==> config.mk <==
export PLATFORM = sky130hd
export DESIGN_NAME = dmem_mmio_responder
export DESIGN_NICKNAME = d
export VERILOG_FILES = /design/src/rtl/dmem_mmio_pkg.sv /design/src/rtl/sync_fifo.sv /design/src/rtl/dmem_mmio_responder.sv
export SDC_FILE = /design/constraint.sdc
export NUM_CORES = 2
export LEC_CHECK = 0
export CORE_ASPECT_RATIO = 0.6
export CORE_MARGIN = 2
export CORE_UTILIZATION = 55
export CTS_CLUSTER_SIZE = 28
export DETAILED_ROUTE_END_ITERATION = 8
export PLACE_DENSITY_LB_ADDON = 0.08
export SLEW_MARGIN = 20
export SYNTH_ARGS = -nofsm -noshare
export SYNTH_HDL_FRONTEND = slang
export SYNTH_SLANG_ARGS = --single-unit
==> constraint.sdc <==
create_clock -name clk_i -period 17.24 [get_ports clk_i]
set_input_delay 3.448 -clock clk_i [delete_from_list [all_inputs] [get_ports clk_i]]
set_output_delay 3.448 -clock clk_i [all_outputs]
set_load 0.005 [all_outputs]
==> src/rtl/dmem_mmio_pkg.sv <==
// Shared constants and types for the data-memory/MMIO responder.
package dmem_mmio_pkg;

    localparam logic [7:0] OFF_TXDATA = 8'h00;
    localparam logic [7:0] OFF_STATUS = 8'h04;
    localparam logic [7:0] OFF_CYCLE  = 8'h08;
    localparam logic [7:0] OFF_ERRCLR = 8'h0C;

    localparam int ST_EMPTY     = 0;
    localparam int ST_FULL      = 1;
    localparam int ST_ERR       = 2;
    localparam int ST_OVF       = 3;
    localparam int ST_COUNT_LSB = 8;

    typedef enum logic [2:0] {
        RAM,
        MMIO_TX,
        MMIO_STATUS,
        MMIO_CYCLE,
        MMIO_ERRCLR,
        MMIO_NONE
    } decode_t;

endpackage

==> src/rtl/sync_fifo.sv <==
// Single-clock FIFO with registered head (no fall-through); accepts a push when full if a pop happens.
module sync_fifo #(
    parameter int DATA_W = 8,
    parameter int DEPTH  = 8,
    localparam int PTR_W = $clog2(DEPTH)
) (
    input  logic              clk,
    input  logic              rst,
    input  logic              push,
    input  logic [DATA_W-1:0] push_data,
    input  logic              pop,
    output logic [DATA_W-1:0] head_data,
    output logic              full,
    output logic              empty,
    output logic [PTR_W:0]    count
);

    logic [DATA_W-1:0] mem [DEPTH];
    logic [PTR_W-1:0]  wr_ptr;
    logic [PTR_W-1:0]  rd_ptr;
    logic              do_push;
    logic              do_pop;

    assign empty     = (count == '0);
    assign full      = (count == (PTR_W+1)'(DEPTH));
    assign do_pop    = pop && !empty;
    assign do_push   = push && (!full || do_pop);
    assign head_data = mem[rd_ptr];

    // Pointers wrap naturally since DEPTH is a power of two.
    always_ff @(posedge clk) begin
        if (rst) begin
            wr_ptr <= '0;
            rd_ptr <= '0;
            count  <= '0;
        end else begin
            if (do_push) wr_ptr <= wr_ptr + 1'b1;
            if (do_pop)  rd_ptr <= rd_ptr + 1'b1;
            if (do_push && !do_pop)      count <= count + 1'b1;
            else if (do_pop && !do_push) count <= count - 1'b1;
        end
    end

    always_ff @(posedge clk) begin
        if (do_push) mem[wr_ptr] <= push_data;
    end

endmodule

==> src/rtl/dmem_mmio_responder.sv <==
// Data-memory responder: word RAM plus MMIO window with console TX FIFO, cycle counter and sticky error flags.
module dmem_mmio_responder
    import dmem_mmio_pkg::*;
#(
    parameter int          RAM_ADDR_W = 6,
    parameter int          FIFO_DEPTH = 8,
    parameter logic [31:0] MMIO_BASE  = 32'hFFFF_FF00
) (
    input  logic        clk_i,
    input  logic        reset_i,
    input  logic        enable_wmem_i,
    input  logic [31:0] addr_i32,
    input  logic [31:0] write_data_i32,
    output logic [31:0] read_data_o32,
    output logic [7:0]  tx_data_o8,
    output logic        tx_valid_o,
    input  logic        tx_ready_i
);

    localparam int CNT_W = $clog2(FIFO_DEPTH) + 1;

    logic [31:0]          ram [2**RAM_ADDR_W];
    logic [RAM_ADDR_W-1:0] ram_idx;
    decode_t              tgt;
    logic                 wr_aligned;
    logic                 misaligned_wr;
    logic                 push_req;
    logic                 pop;
    logic                 fifo_full;
    logic                 fifo_empty;
    logic [CNT_W-1:0]     fifo_count;
    logic [31:0]          cycle_q;
    logic                 err_q;
    logic                 ovf_q;
    logic [31:0]          status;

    assign ram_idx       = addr_i32[RAM_ADDR_W+1:2];
    assign wr_aligned    = enable_wmem_i && (addr_i32[1:0] == 2'b00);
    assign misaligned_wr = enable_wmem_i && (addr_i32[1:0] != 2'b00);
    assign push_req      = wr_aligned && (tgt == MMIO_TX);
    assign tx_valid_o    = !fifo_empty;
    assign pop           = tx_valid_o && tx_ready_i;

    // Byte-lane bits are ignored for decode so reads at any byte offset hit the word.
    always_comb begin
        tgt = RAM;
        if (addr_i32[31:8] == MMIO_BASE[31:8]) begin
            case ({addr_i32[7:2], 2'b00})
                OFF_TXDATA: tgt = MMIO_TX;
                OFF_STATUS: tgt = MMIO_STATUS;
                OFF_CYCLE:  tgt = MMIO_CYCLE;
                OFF_ERRCLR: tgt = MMIO_ERRCLR;
                default:    tgt = MMIO_NONE;
            endcase
        end
    end

    always_comb begin
        status                          = '0;
        status[ST_EMPTY]                = fifo_empty;
        status[ST_FULL]                 = fifo_full;
        status[ST_ERR]                  = err_q;
        status[ST_OVF]                  = ovf_q;
        status[ST_COUNT_LSB +: 8]       = 8'(fifo_count);
    end

    always_comb begin
        read_data_o32 = '0;
        case (tgt)
            RAM:         read_data_o32 = ram[ram_idx];
            MMIO_STATUS: read_data_o32 = status;
            MMIO_CYCLE:  read_data_o32 = cycle_q;
            default:     read_data_o32 = '0;
        endcase
    end

    always_ff @(posedge clk_i) begin
        if (wr_aligned && tgt == RAM) ram[ram_idx] <= write_data_i32;
    end

    // Set beats clear when both happen in the same cycle.
    always_ff @(posedge clk_i) begin
        if (reset_i) begin
            cycle_q <= '0;
            err_q   <= 1'b0;
            ovf_q   <= 1'b0;
        end else begin
            if (wr_aligned && tgt == MMIO_CYCLE) cycle_q <= write_data_i32;
            else                                 cycle_q <= cycle_q + 32'd1;

            if (misaligned_wr)                          err_q <= 1'b1;
            else if (wr_aligned && tgt == MMIO_ERRCLR)  err_q <= 1'b0;

            if (push_req && fifo_full && !pop)          ovf_q <= 1'b1;
            else if (wr_aligned && tgt == MMIO_ERRCLR)  ovf_q <= 1'b0;
        end
    end

    sync_fifo #(
        .DATA_W (8),
        .DEPTH  (FIFO_DEPTH)
    ) u_tx_fifo (
        .clk       (clk_i),
        .rst       (reset_i),
        .push      (push_req),
        .push_data (write_data_i32[7:0]),
        .pop       (pop),
        .head_data (tx_data_o8),
        .full      (fifo_full),
        .empty     (fifo_empty),
        .count     (fifo_count)
    );

endmodule
; ---- After elaboration in Yosys (flattened, before gate mapping)
; Memory sizes are Yosys's and may differ from the RTL's. A register that Yosys moved wholly into a read port is not among the register bits.
; Index checks and enable logic that the tools add are counted.
[totals]
input_bits = 68
register_bits = 44
n_memories = 2
ramBits = 2112
wordCells = 64
out_inout_bits = 41
[mem_list]
columns = name, words, word_bits, read_ports, rd_ports_with_merged_regs, write_ports, line_no
row1 = ram, 64, 32, 1, 0, 1, dmem_mmio_responder.sv:22  ; logic [31:0] ram [2**RAM_ADDR_W];
row2 = u_tx_fifo.mem, 8, 8, 1, 1, 1, sync_fifo.sv:18  ; logic [DATA_W-1:0] mem [DEPTH];
[op_classes]
muxes = 15
n_addsub = 5
n_eq_ne = 9
n_reduce_logical = 27
[op_table]
columns = cell, count
row1 = $pmux W32 S3, 1
row2 = $add A32 B1 Y32 const B, 1
row3 = $mux W32, 1
row4 = $eq A24 B24 Y1 const B, 1
row5 = $logic_and A1 B1 Y1, 13
row6 = $eq A6 B2 Y1 const B, 2
row7 = $pmux W3 S4, 1
row8 = $mux W3, 3
row9 = $mux W4, 2
row10 = $reduce_bool A2 Y1, 4
row11 = $mux W1, 7
row12 = $add A3 B1 Y3 const B, 2
row13 = $eq A3 B2 Y1 const B, 2
row14 = $eq A6 B1 Y1 const B, 1
row15 = $logic_not A6 Y1, 1
row16 = $logic_not A1 Y1, 5
row17 = $add A4 B1 Y4 const B, 1
row18 = $eq A4 B4 Y1 const B, 1
row19 = $logic_not A4 Y1, 1
row20 = $sub A4 B1 Y4 const B, 1
row21 = $eq A3 B1 Y1 const B, 1
row22 = $eq A3 B3 Y1 const B, 1
row23 = $logic_not A3 Y1, 1
row24 = $logic_not A2 Y1, 1
row25 = $logic_or A1 B1 Y1, 1

; ---- Depth between registers and ports, before layout
[depth]
ltp_word = 10
mapped_depth = 15
ltp_nobuf = 12

; ---- Hierarchy
; A second synthesis with hierarchy kept.
[unflattened]
hier_cells = 3835
hier_area_um2 = 83856.7
[by_module_without_submodules]
columns = mod, seq_area_each_um2, cells_each, instances, area_per_inst_um2
row1 = dmem_mmio_responder, 62179.6, 3670, 1, 80786.2
row2 = sync_fifo, 2182.1, 165, 1, 3070.4

; ---- Worst setup path after synthesis
; OpenSTA, ideal clock, no wires.
[synth_timing]
path_kind = input -> output
startpoint = input port addr_i32[2]
endpoint = output port read_data_o32[12]
t_required_ns = 13.792
slack_ns = 8.536
arrival_time_ns = 5.256
path_stages = 8
path_cell_list = buf_6 > buf_6 > buf_6 > buf_2 > mux4_2 > a22oi_1 > nand3_1 > a32o_1
[synth_via]
elab_chain_cells = 5
elab_cells_between_ends = 11
cone_classes = 5 x eq/ne / 3 x mux / 2 x reduce/logical / 1 x memory
[synth_lines]
columns = element, line_no
row1 = start: declaration, dmem_mmio_responder.sv:12  ; input logic [31:0] addr_i32,
row2 = "$eq A6 B2 Y1, or another cell as far along", dmem_mmio_responder.sv:48  ; case ({addr_i32[7:2], 2'b00})
row3 = $pmux W3 S4, dmem_mmio_responder.sv:48
row4 = $mux W3, dmem_mmio_responder.sv:47  ; if (addr_i32[31:8] == MMIO_BASE[31:8]) begin
row5 = $eq A3 B2 Y1 or $logic_not A3 Y1 (tied branches), dmem_mmio_responder.sv:69  ; case (tgt)
row6 = $pmux W32 S3 *, dmem_mmio_responder.sv:69
row7 = end: declaration, dmem_mmio_responder.sv:14  ; output logic [31:0] read_data_o32,
; Mark *: on every way between the ends. The rest lies on a longest branch, timed or not.

; ---- Worst setup path after layout
[layout_timing]
startpoint = input port addr_i32[5]
endpoint = output port read_data_o32[1]
; Same word-level chain as after synthesis.

==> run metrics <==
run status=completed; setup_tns=0 ps; Hold Path End=err_q$_SDFFE_PP0P_; depth of the CTS H-tree=4; drc violations=0; Max VDD drop=0.09127 mV; family with the most delay on the worst path=buffers and inverters; slowest library cell on the worst path=sky130_fd_sc_hd__buf_4; clock tree buffer depth=3; setup repair after global routing missed its margin=false; ranking of synthesized cells by area=sky130_fd_sc_hd__edfxtp_1, sky130_fd_sc_hd__mux4_2, sky130_fd_sc_hd__mux2i_1, sky130_fd_sc_hd__dfxtp_1, sky130_fd_sc_hd__a22oi_1; later-pin clock latency in the skew report=820 ps; Synth Warn #=0; net count of the mapped netlist=3970; share of cells above drive strength 1=0.2350; P&R area growth vs syn=11.80%; worst reg2reg path endpoint=u_tx_fifo.count[3]$_SDFFE_PP0P_; most common cell after layout, fill and taps aside=sky130_fd_sc_hd__edfxtp_1; max_cap viols=0; final setup fails=0; total of flip-flops plus latches after synthesis=2159; via density per instance=6.807; worst path cell trace=buf_4, buf_4, or3_1, or2_2, o22ai_1, a2111oi_2, buf_4, nand4_1, o21ai_0, clkdlybuf4s50_1; number of standard cells after synthesis=3895; post-synthesis instance area=83640 um^2; final worst clock skew=8.893 ps; count of buffer and inverter cells on the critical path=4; post-CTS sizing=0; Antenna Violating Nets Remaining=0; initial DRC count=7140; die area=155300 um^2; worst r2r path cells=11; vias in the first global route=40580; CP endpoint kind=primary output; die height=306.1 um; final std cell area, no fill=93510 um^2; RD Place Congestion=0.8686; top fanout value on the critical path=46; power per standard cell area=114.1 nW/um^2; setup fix buffers added after clock tree synthesis=0; Seq. cell area=64360 um^2; Final Hold Fails=0; ratio of final minimum period to clock period=0.6747; most used cells in the layout excluding fill and tap cells=sky130_fd_sc_hd__edfxtp_1, sky130_fd_sc_hd__mux4_2, sky130_fd_sc_hd__clkbuf_16, sky130_fd_sc_hd__mux2i_1, sky130_fd_sc_hd__buf_4; clock root buffer=sky130_fd_sc_hd__clkbuf_16; Final min period=11630 ps; sequential fraction of the synthesis area=0.7695; top flip-flop cell by instance count after synthesis=sky130_fd_sc_hd__edfxtp_1; number of antenna violations at the first check in global routing=5; clock tree from TritonCTS=built; number of buffers inserted by port buffering=108; worst reg2reg startpoint=u_tx_fifo.count[0]$_SDFFE_PP0P_; Worst-path clk slew=60 ps; total area of multi-input combinational cells=18250 um^2; worst min-delay path class=flop to flop; Post-synth ARST share=0; slack of the worst reg-to-reg path=14090 ps; Core Footprint=150400 um^2; I/O pin total=109; worst slew margin relative to its limit=0.2089; first-pass GRT wire length=324400 um; total routing resource utilization after global routing=0.3023; # clock sinks=2159; initial core utilization=0.5560; number of cells traversed by the worst hold path=2; chip width=507.4 um; delay of the slowest cell on the worst path=770 ps; DP HPWL=133000 um; Data required, critical path=13790 ps; routed wirelength normalized by instance count=37.03 um; Leak Pwr=29.19 nW; Worst Setup Path Type=input pin to primary output; number of enable flip-flop cells after synthesis=2112; cell repeated most along the worst path=sky130_fd_sc_hd__buf_4; worst-margin pin slew=1180 ps; Hold Buf Count CTS=0; Highest Clock Rate=85.97 MHz; placed cell areas=87320 um^2; Cell variety after synth=68; Slew Viols, Final=0; Layout fillers=10280; Worst EP arrival=8180 ps; overflow left after global routing=0; maximum number of pins on one net before global-route repair=104; HP Start=err_q$_SDFFE_PP0P_; TritonRoute pass-1 iters=6; total via count in the routed design=42850; number of nets at the end of the flow=4194; post-synthesis cell type with the largest combined area=sky130_fd_sc_hd__edfxtp_1; Inserted Clock Buffers=190; Site Rows=110; average footprint of a synthesized cell=21.47 um^2; total routed wirelength=233100 um; area share of the largest cell type after synthesis=0.7583; critical path launch point type=input pin
==> through the flow <==
step             util  hold WS (ps)  setup WS, ps  std cells  total power, mW
2_1_floorplan       -         449.8          8536       3895            6.195
3_3_place_gp   0.5802         482.3          3691       5941            6.476
3_5_place_dp   0.5804         520.3          5777       5943            6.481
4_1_cts        0.6215         528.9          5777       6293            10.71
5_1_grt        0.6216         566.5          5600       6293            10.95
6_report       0.6216         526.6          5608       6295            10.67
==> sequential cells by signal (all words and copies together) (netlist names), named ones only <==
register / flops
u_tx_fifo.rd_ptr: 3
ovf_q: 1
cycle_q: 32
ram: 2048
u_tx_fifo.count: 4
u_tx_fifo.wr_ptr: 3
u_tx_fifo.mem: 64
err_q: 1
==> layout make-up <==
cell class | instances | area share
diodes | 2 | 0.00005352
clock buffers | 229 | 0.05387
clock inverters | 121 | 0.01222
inverters | 6 | 0.0002408
multi-input cells | 1499 | 0.1952
flip-flops and latches | 2159 | 0.6883
well taps | 2016 | 0.02697
repair buffers | 263 | 0.02317
==> worst max-delay path by stage <==
stage                     depth (start not counted)           endpoint  slack, ps         from
after detailed placement                         10   read_data_o32[1]       5780  addr_i32[5]
final                                            10   read_data_o32[1]       5610  addr_i32[5]
after CTS                                        10   read_data_o32[1]       5780  addr_i32[5]
after floorplan                                   8  read_data_o32[12]       8540  addr_i32[2]
after global placement                            9   read_data_o32[1]       3690  addr_i32[5]
after global routing                             10   read_data_o32[1]       5600  addr_i32[5]
==> worst min-delay path: cells and delay by family, from the launching register on <==
kind           cells  cell delay, ps
AO/OA/AOI/OAI      2             150
flip-flops         1             330
==> report_power, final <==
group / switching (mW) / leakage [nW] / total [mW] / internal, mW
sequential: 0.00697 / 19.4 / 5.78 / 5.77
clock: 1.90 / 3.03 / 4.29 / 2.40
combinational: 0.387 / 6.80 / 0.596 / 0.209
==> logic make-up (layout without fill, tap and decap cells) <==
kind of cell    after synthesis  in the layout  share of synthesized area
compound gates              450            450                    0.03878
other cells                   0              2                          0
buf+inv                     237            619                    0.01907
fa+ha+maj                     7              7                   0.001137
simple gates                358            358                    0.02084
flops                      2159           2159                     0.7695
xor+xnor                     36             36                   0.003770
mux                         648            648                     0.1469
==> cell usage after synthesis, drive strengths merged, types with 5 or more instances <==
cell / count
and4: 5
nor2b: 25
a32o: 22
clkbuf: 76
a22o: 15
o221ai: 27
o21ai: 39
inv: 6
edfxtp: 2112
a31oi: 6
nand2b: 11
and3: 12
nor3b: 7
nor4: 11
a21oi: 60
nor3: 16
a211oi: 62
dfxtp: 47
o22ai: 56
nand3: 52
nand2: 44
mux2: 21
nand4: 14
xor2: 18
a2111oi: 17
nor2: 144
and2: 5
mux2i: 175
ha: 6
a22oi: 114
xnor2: 18
buf: 155
mux4: 452
==> per-layer routing <==
metal | vias to the layer above | global-route usage | wire [um]
li1 | 16960 | - | -
met1 | 22820 | 0.4827 | 98800
met2 | 2769 | 0.4146 | 99140
met3 | 304 | 0.08408 | 29990
met4 | 2 | 0.07227 | 5154
met5 | - | 0 | 12
Power figures use the tool's default switching activity.
